**config.mk**
```make
export PLATFORM = sky130hd
export DESIGN_NAME = jk_seq_gen_flat
export DESIGN_NICKNAME = d
export VERILOG_FILES = /design/src/rtl/jk_seq_gen_pkg.sv /design/src/rtl/jk_seq_gen_if.sv /design/src/rtl/jk_seq_gen_cell.sv /design/src/rtl/jk_seq_gen.sv /design/src/flat_wrapper.sv
export SDC_FILE = /design/constraint.sdc
export NUM_CORES = 1
export LEC_CHECK = 0
export ABC_AREA = 1
export CAP_MARGIN = 0
export CORE_AREA = 2 2 42 44
export DETAILED_ROUTE_END_ITERATION = 7
export DIE_AREA = 0 0 44 46
export PLACE_DENSITY = 0.69
export SYNTH_ARGS = -nofsm -noshare
export SYNTH_HDL_FRONTEND = slang
export SYNTH_HIERARCHICAL = 1
export SYNTH_SLANG_ARGS = --single-unit
```
**constraint.sdc**
```tcl
create_clock -name clk -period 1.8 [get_ports clk]
set_clock_uncertainty 0.15 [all_clocks]
set_input_delay 0.36 -clock clk [delete_from_list [all_inputs] [get_ports clk]]
set_output_delay 0.36 -clock clk [all_outputs]
set_load 0.005 [all_outputs]
```
**src/rtl/jk_seq_gen_pkg.sv**
```systemverilog
`default_nettype none
// ============================================================================
// Module : jk_seq_pkg
// Brief  : Mode encoding and Gray/binary helpers shared by the JK sequencer.
// Rev    : 1.0
// ============================================================================
package jk_seq_pkg;

    localparam int MAX_WIDTH = 16;

    typedef enum logic [1:0] {
        MODE_HOLD = 2'b00,
        MODE_UP   = 2'b01,
        MODE_GRAY = 2'b10,
        MODE_DOWN = 2'b11
    } mode_e;

    function automatic logic [MAX_WIDTH-1:0] bin2gray(input logic [MAX_WIDTH-1:0] b);
        return b ^ (b >> 1);
    endfunction

    // Each binary bit is the XOR of its Gray bit and every Gray bit above it.
    function automatic logic [MAX_WIDTH-1:0] gray2bin(input logic [MAX_WIDTH-1:0] g);
        logic [MAX_WIDTH-1:0] b;
        b = '0;
        for (int i = 0; i < MAX_WIDTH; i++) begin
            b = b ^ (g >> i);
        end
        return b;
    endfunction

endpackage
`default_nettype wire

```
**src/rtl/jk_seq_gen_if.sv**
```systemverilog
`default_nettype none
// ============================================================================
// Module : jk_seq_gen_if
// Brief  : Control, load handshake and observation bus of the JK sequencer.
// Rev    : 1.0
// ============================================================================
interface jk_seq_gen_if #(
    parameter int WIDTH = 4
);
    logic             en;
    logic [1:0]       mode;
    logic             load_valid;
    logic [WIDTH-1:0] load_val;
    logic             load_ready;
    logic [WIDTH-1:0] q;
    logic [WIDTH-1:0] j_vec;
    logic [WIDTH-1:0] k_vec;
    logic             wrap;

    modport master (
        output en, mode, load_valid, load_val,
        input  load_ready, q, j_vec, k_vec, wrap
    );

    modport slave (
        input  en, mode, load_valid, load_val,
        output load_ready, q, j_vec, k_vec, wrap
    );
endinterface
`default_nettype wire

```
**src/rtl/jk_seq_gen_cell.sv**
```systemverilog
`default_nettype none
// ============================================================================
// Module : jk_cell
// Brief  : Single JK flip-flop with asynchronous active-low clear.
// Rev    : 1.0
// ============================================================================
module jk_cell (
    input  wire logic clk,
    input  wire logic rst_n,
    input  wire logic j_i,
    input  wire logic k_i,
    output logic      q_o
);
    logic q_q;

    always_ff @(posedge clk or negedge rst_n) begin
        if (!rst_n) begin
            q_q <= 1'b0;
        end else begin
            case ({j_i, k_i})
                2'b10:   q_q <= 1'b1;
                2'b01:   q_q <= 1'b0;
                2'b11:   q_q <= ~q_q;
                default: q_q <= q_q;
            endcase
        end
    end

    assign q_o = q_q;
endmodule
`default_nettype wire

```
**src/rtl/jk_seq_gen.sv**
```systemverilog
`default_nettype none
// ============================================================================
// Module : jk_seq_gen
// Brief  : Up/down/Gray sequence generator built from JK cells with a
//          one-cycle-backoff load handshake. Gray mode requires the macro
//          JK_SEQ_GEN_GRAY_EN; without it mode 10 holds.
// Rev    : 1.0
// ============================================================================
module jk_seq_gen #(
    parameter int WIDTH = 4
) (
    input  wire logic     clk,
    input  wire logic     rst_n,
    jk_seq_gen_if.slave   bus
);
    import jk_seq_pkg::*;

    localparam logic [WIDTH-1:0] C_ONE      = WIDTH'(1);
    localparam logic [WIDTH-1:0] C_ALL_ONES = '1;

    logic [WIDTH-1:0] q;
    logic [WIDTH-1:0] d;
    logic [WIDTH-1:0] j;
    logic [WIDTH-1:0] k;
    logic             accept;
    logic             wrap_d;
    logic             wrap_q;
    logic             load_ready_d;
    logic             load_ready_q;

`ifdef JK_SEQ_GEN_GRAY_EN
    localparam logic [WIDTH-1:0] C_GRAY_MAX = {1'b1, {(WIDTH-1){1'b0}}};
    logic [WIDTH-1:0] gray_bin;
    logic [WIDTH-1:0] gray_next;

    assign gray_bin  = WIDTH'(gray2bin(MAX_WIDTH'(q))) + C_ONE;
    assign gray_next = WIDTH'(bin2gray(MAX_WIDTH'(gray_bin)));
`endif

    always_comb begin
        accept       = bus.load_valid && load_ready_q;
        load_ready_d = !accept;
        d            = q;
        wrap_d       = 1'b0;
        // A load wins over counting and never signals a wrap.
        if (accept) begin
            d = bus.load_val;
        end else if (bus.en) begin
            case (mode_e'(bus.mode))
                MODE_UP: begin
                    d      = q + C_ONE;
                    wrap_d = (q == C_ALL_ONES);
                end
                MODE_DOWN: begin
                    d      = q - C_ONE;
                    wrap_d = (q == '0);
                end
                MODE_GRAY: begin
`ifdef JK_SEQ_GEN_GRAY_EN
                    d      = gray_next;
                    wrap_d = (q == C_GRAY_MAX);
`else
                    d      = q;
`endif
                end
                default: d = q;
            endcase
        end
    end

    // Minimised excitation: set only from 0, clear only from 1, never toggle.
    assign j = ~q & d;
    assign k = q & ~d;

    for (genvar i = 0; i < WIDTH; i++) begin : g_bit
        jk_cell u_cell (
            .clk   (clk),
            .rst_n (rst_n),
            .j_i   (j[i]),
            .k_i   (k[i]),
            .q_o   (q[i])
        );
    end

    always_ff @(posedge clk or negedge rst_n) begin
        if (!rst_n) begin
            load_ready_q <= 1'b1;
            wrap_q       <= 1'b0;
        end else begin
            load_ready_q <= load_ready_d;
            wrap_q       <= wrap_d;
        end
    end

    assign bus.q          = q;
    assign bus.j_vec      = j;
    assign bus.k_vec      = k;
    assign bus.wrap       = wrap_q;
    assign bus.load_ready = load_ready_q;
endmodule
`default_nettype wire

```
**src/flat_wrapper.sv**
```systemverilog
// flat-port wrapper written by rule: the top's interface ports become plain ports
module jk_seq_gen_flat import jk_seq_pkg::*;
#(
    parameter int WIDTH = 4
)
  (clk, rst_n, bus_en, bus_mode, bus_load_valid, bus_load_val, bus_load_ready, bus_q, bus_j_vec, bus_k_vec, bus_wrap);
  jk_seq_gen_if #(.WIDTH(WIDTH)) bus_i ();
  input  wire logic clk;
  input  wire logic rst_n;
  input wire logic [$bits(bus_i.en)-1:0] bus_en;
  input wire logic [$bits(bus_i.mode)-1:0] bus_mode;
  input wire logic [$bits(bus_i.load_valid)-1:0] bus_load_valid;
  input wire logic [$bits(bus_i.load_val)-1:0] bus_load_val;
  output wire logic [$bits(bus_i.load_ready)-1:0] bus_load_ready;
  output wire logic [$bits(bus_i.q)-1:0] bus_q;
  output wire logic [$bits(bus_i.j_vec)-1:0] bus_j_vec;
  output wire logic [$bits(bus_i.k_vec)-1:0] bus_k_vec;
  output wire logic [$bits(bus_i.wrap)-1:0] bus_wrap;
  assign bus_i.en = bus_en;
  assign bus_i.mode = bus_mode;
  assign bus_i.load_valid = bus_load_valid;
  assign bus_i.load_val = bus_load_val;
  assign bus_load_ready = bus_i.load_ready;
  assign bus_q = bus_i.q;
  assign bus_j_vec = bus_i.j_vec;
  assign bus_k_vec = bus_i.k_vec;
  assign bus_wrap = bus_i.wrap;
  jk_seq_gen #(.WIDTH(WIDTH)) u_core (.clk(clk), .rst_n(rst_n), .bus(bus_i));
endmodule
```
### After elaboration in Yosys (flattened, before gate mapping)

Index checks and enable logic that the tools add are counted.

| cells by class | value |
|---|---|
| mux-type cells | 10 |
| bitwise logic cells | 8 |
| $add $sub $neg | 2 |
| equal/unequal tests | 15 |
| reduce and logical (&&, ||, !) cells | 7 |

Operators with widths:

| operator | number |
|---|---|
| 2-bit == test (second input constant) | 9 |
| 1-bit one-hot mux with 3 select lines | 4 |
| 3-bit nonzero test | 4 |
| 2-bit by 1-bit == test with 1-bit output (second input constant) | 5 |
| 4-bit AND | 2 |
| 4-bit two-way mux | 2 |
| 4-bit inverter | 2 |
| 4-bit one-hot mux with 2 select lines | 1 |
| 4-bit by 1-bit adder with 4-bit output (second input constant) | 1 |
| 4-bit == test (second input constant) | 1 |
| 4-bit zero test | 1 |
| 1-bit inverter | 4 |
| 4-bit by 1-bit subtractor with 4-bit output (second input constant) | 1 |
| 1-bit two-way mux | 2 |
| 1-bit one-hot mux with 2 select lines | 1 |
| 1-bit logical AND | 1 |
| 1-bit zero test | 1 |

| word-level totals | value |
|---|---|
| word-level logic and storage cells | 48 |
| output and inout port bits | 14 |
| register bits | 6 |

### Depth between registers and ports, before layout

| depth | value |
|---|---|
| depth after elaboration | 8 |
| mapped depth | 13 |
| mapped depth without buffers | 13 |

### Hierarchy

The synthesis kept the hierarchy.

By module, submodules not included:

| module | cells an instance | area an instance (µm²) | seq. area each (µm²) | instances |
|---|---|---|---|---|
| jk_seq_gen | 52 | 316.6 | 51.3 | 1 |
| jk_cell | 6 | 43.8 | 25.0 | 4 |

### Least setup slack after synthesis

No wires, ideal clock.

| path | value |
|---|---|
| kind | flip-flop to output port |
| start point | register u_core.g_bit[1].u_cell.q_q |
| end point | output port bus_j_vec[2] |
| cell stages (with the launch flop) | 9 |
| path slack | -84 ps |
| arrival time | 1374 ps |
| data required time | 1290 ps |
| buffers on the path | 0 |
| cells stage by stage | dfrtp_1 -> inv_2 -> xor2_1 -> ha_1 -> o21ai_2 -> nand2_1 -> nand2_1 -> nand3_2 -> a21oi_1 |

| between the ends | value |
|---|---|
| longest elaborated chain between the ends | 5 |

RTL lines:

| item | RTL line | text |
|---|---|---|
| start: declaration | jk_seq_gen_cell.sv:14 | `logic q_q;` |
| start signal: assignment | jk_seq_gen_cell.sv:23 | `2'b11: q_q <= ~q_q;` |
| start signal: assignment | jk_seq_gen_cell.sv:24 | `default: q_q <= q_q;` |
| 4-bit by 1-bit subtractor with 4-bit output or 4-bit by 1-bit adder with 4-bit output (tied branches) | jk_seq_gen.sv:55, jk_seq_gen.sv:51 |  |
| 4-bit one-hot mux with 2 select lines (*) | jk_seq_gen.sv:49 | `case (mode_e'(bus.mode))` |
| 4-bit two-way mux (*) | jk_seq_gen.sv:48 | `end else if (bus.en) begin` |
| 4-bit two-way mux (*) | jk_seq_gen.sv:46 | `if (accept) begin` |
| 4-bit AND (*) | jk_seq_gen.sv:72 | `assign j = ~q & d;` |
| end: declaration | flat_wrapper.sv:16 | `output wire logic [$bits(bus_i.j_vec)-1:0] bus_j_vec;` |

Mark *: on every way between the ends. The rest lies on a longest branch, timed or not.

### Final worst setup path

Ends and elaborated chain as after synthesis.

==> impl_metrics.py <==
metrics = {
    "run_status": {
        "outcome": "finished with violations",
        "violations": "negative setup slack",
    },
    "cells_and_area": {
        "area_delta_synth_final_pct": 118,
        "fin_cells": 148,
        "nets": 143,
        "utilization": 0.663,
        "fin_area_um2": 1070,
        "drive_above_1_share": 0.557,
        "n_fill_cell": 132,
        "antennaDiodeCount": 0,
    },
    "synth": {
        "synth_seq_cells": 6,
        "avgSynthCellArea_um2": 6.47,
        "netlist_instances": 76,
        "syn_nets": 87,
        "yosysWarningCount": 6,
        "netlist_area_um2": 492,
        "synth.distinct_cells": 21,
        "yosysSeqAreaShare": 0.308,
    },
    "route": {
        "first_pass_iters": 4,
        "wl_per_cell_um": 14.2,
        "vias": 719,
        "wirelength_um": 2110,
        "drc": 0,
        "antenna_left": 0,
        "vias_per_cell": 4.86,
        "first_iter_violations": 13,
    },
    "placement": {
        "gp_congestion": 0.715,
        "dp_hpwl_um": 1200,
        "place_inst": 132,
        "placed_area_um2": 873,
        "port_buffers": 23,
    },
    "global_route": {
        "grt_use_total": 0.182,
        "grt_max_degree": 7,
        "antenna_found_initial": 0,
        "grt_pass1_wl_um": 2710,
        "grt_pass1_vias": 676,
        "grt_overflow_total": 0,
    },
    "power": {
        "power_frac_seq": 0.163,
        "pwr-share-comb": 0.748,
        "p_sw_frac": 0.417,
        "p_int_w": 0.000871,
        "power_frac_clock": 0.089,
        "p_per_area_nw_per_um2": 1390,
        "ir_worst_vdd_v": 0.000791,
        "power.leakage_nw": 0.557,
        "p_sw_w": 0.000622,
    },
    "worst_setup_path": {
        "criticalPathCategory": "flop to output pin",
        "reg2reg_from": "u_core/g_bit[1].u_cell/q_o$_DFFE_PN0P_",
        "cp.arrival_ns": 1.77,
        "cp-start-kind": "flop",
        "timing.rr.end": "u_core/g_bit[2].u_cell/q_o$_DFFE_PN0P_",
        "critPathMaxFanout": 2,
        "reg2reg_slack_ns": -0.30,
        "r2r.worst_path.cells": 16,
        "cp.required_ns": 1.29,
        "setup.worst_path.end_class": "output pin",
    },
    "sta": {
        "worstMarginPinSlew_ns": 0.268,
        "timing.final.crit_share": 1.27,
        "finalSetupTns_ns": -2.78,
        "hold_violations": 0,
        "finalCriticalPeriod_ns": 2.28,
        "max_freq_ghz": 0.439,
        "grt_setup_unrepaired": "yes",
        "finalSetupViolCount": 10,
        "setup_ws_ns": -0.478,
        "relSlewSlack": 0.820,
        "slew_violations": 0,
        "hold_slack_ns": 0.200,
    },
    "floorplanning": {
        "initial_utilization": 0.305,
        "die_area_um2": 2020,
        "io_pins": 24,
        "row_count": 15,
        "core_um2": 1610,
        "die_w_um": 44,
        "die_y_um": 46,
    },
    "cts": {
        "clockRootBuffer": "clkbuf_4",
        "htreeDepth": 1,
        "postCtsHoldBufs": 0,
        "tritoncts": "built",
        "clk_pin_slew_ns": 0.05,
        "insertion_delay_ns": 0.25,
        "cts_buffers": 3,
        "cts_sinks": 6,
        "clockBufferDepth": 2,
    },
    "hold_path": {
        "hp-class": "input port to asynchronous set/reset pin",
    },
    "job": {
        "maxCapViolCount": 0,
    },
}
## power by group through the flow
stage	Sequential (W)	Clock, W	Combinational (W)
6_report	0.000243	0.000133	0.00112
5_1_grt	0.000248	0.000146	0.00121
4_1_cts	0.000240	0.000140	0.000893
3_5_place_dp	0.000238	0	0.000827
3_3_place_gp	0.000233	0	0.000806
2_1_floorplan	0.000273	0	0.000312
## flip-flops by register name (all words and copies together), names as in the netlist
name and cells:
u_core/g_bit.u_cell/q_o 4, u_core/bus.wrap 1, u_core/bus.load_ready 1
## kinds of logic after synthesis
kind of cell / after synthesis / share of synthesized area
AO/OA/AOI/OAI: 9 / 0.127
AND/OR/NAND/NOR: 41 / 0.372
XOR/XNOR: 2 / 0.0356
buffers and inverters: 17 / 0.132
adder cells (fa/ha/maj): 1 / 0.0254
flip-flops: 6 / 0.308
## cell usage after synthesis
library cell	number	share of area
nand3_2	2	0.041
xor2_1	2	0.036
a211oi_1	3	0.046
o21ai_1	1	0.010
ha_1	1	0.025
dfrtp_1	5	0.25
nor2_1	8	0.061
o21ai_2	1	0.018
o211ai_1	1	0.015
dfstp_2	1	0.053
a21oi_1	2	0.020
a21oi_2	1	0.018
buf_2	1	0.010
nand2_1	22	0.17
nor4_1	1	0.013
nand3_1	4	0.041
inv_1	15	0.11
inv_2	1	0.0076
nand2_2	2	0.025
nor3_1	1	0.010
and2_1	1	0.013
## metrics by stage
| stage | power (W) | setup slack (ns) |
|---|---|---|
| detailed placement | 0.00106 | -1.02 |
| CTS | 0.00127 | -0.411 |
| floorplan | 0.000585 | -0.0200 |
| finish | 0.00149 | -0.478 |
| global placement | 0.00104 | -0.975 |
| global route | 0.00160 | -0.582 |
## worst max-delay path, cell delays in order, from the launching register on
cell	delay, ns
dfrtp_2	0.40
inv_2	0.07
xor2_1	0.17
ha_2	0.22
nand2_2	0.05
o21ai_2	0.07
nand2_1	0.08
nand2_1	0.09
nand3_2	0.09
a21oi_2	0.16
buf_2	0.13
## area by class of cell
type	count	area, um2	area share
flip-flops and latches	6	155	0.145
inverters	16	60.1	0.0561
clock buffers	4	26.3	0.0246
multi-input cells	53	374	0.350
well taps	17	21.3	0.0199
repair buffers	52	433	0.405
## worst max path at each step
stage,startpoint,to,depth (start not counted)
5_1_grt,u_core/g_bit[1].u_cell/q_o$_DFFE_PN0P_,bus_j_vec[2],10
3_5_place_dp,bus_mode[1],bus_k_vec[2],10
4_1_cts,u_core/g_bit[1].u_cell/q_o$_DFFE_PN0P_,bus_j_vec[2],10
2_1_floorplan,u_core/g_bit[1].u_cell/q_o$_DFFE_PN0P_,bus_k_vec[2],9
3_3_place_gp,bus_mode[1],bus_j_vec[2],10
6_report,u_core/g_bit[1].u_cell/q_o$_DFFE_PN0P_,bus_j_vec[2],10
## routing by layer
layer	track usage	share of wire	vias up
li1	-	-	349
met1	0.207	0.38	351
met2	0.350	0.58	13
met3	0.0119	0.018	6
met4	0.0727	0.021	0
met5	0	0	-
## layout by cell type (no fill, tap or decap), drive strengths merged, types with 5 or more instances in the layout
cell type | netlist | routed
buf | 1 | 37
nand2 | 24 | 24
inv | 16 | 16
nor2 | 8 | 8
clkdlybuf4s50 | 0 | 7
nand3 | 6 | 6
dlygate4sd2 | 0 | 5
clkbuf | 0 | 5
dfrtp | 5 | 5
## what timing repair did
| action | 4_1_cts | 5_1_grt |
|---|---|---|
| setup buffers | 11 | 7 |
| setup endpoints to repair | 12 | 12 |
| resized for setup | 58 | 19 |
| cloned | 0 | 0 |
| pin swaps | 19 | 13 |
Note: power is estimated with default switching activity, not from simulation.
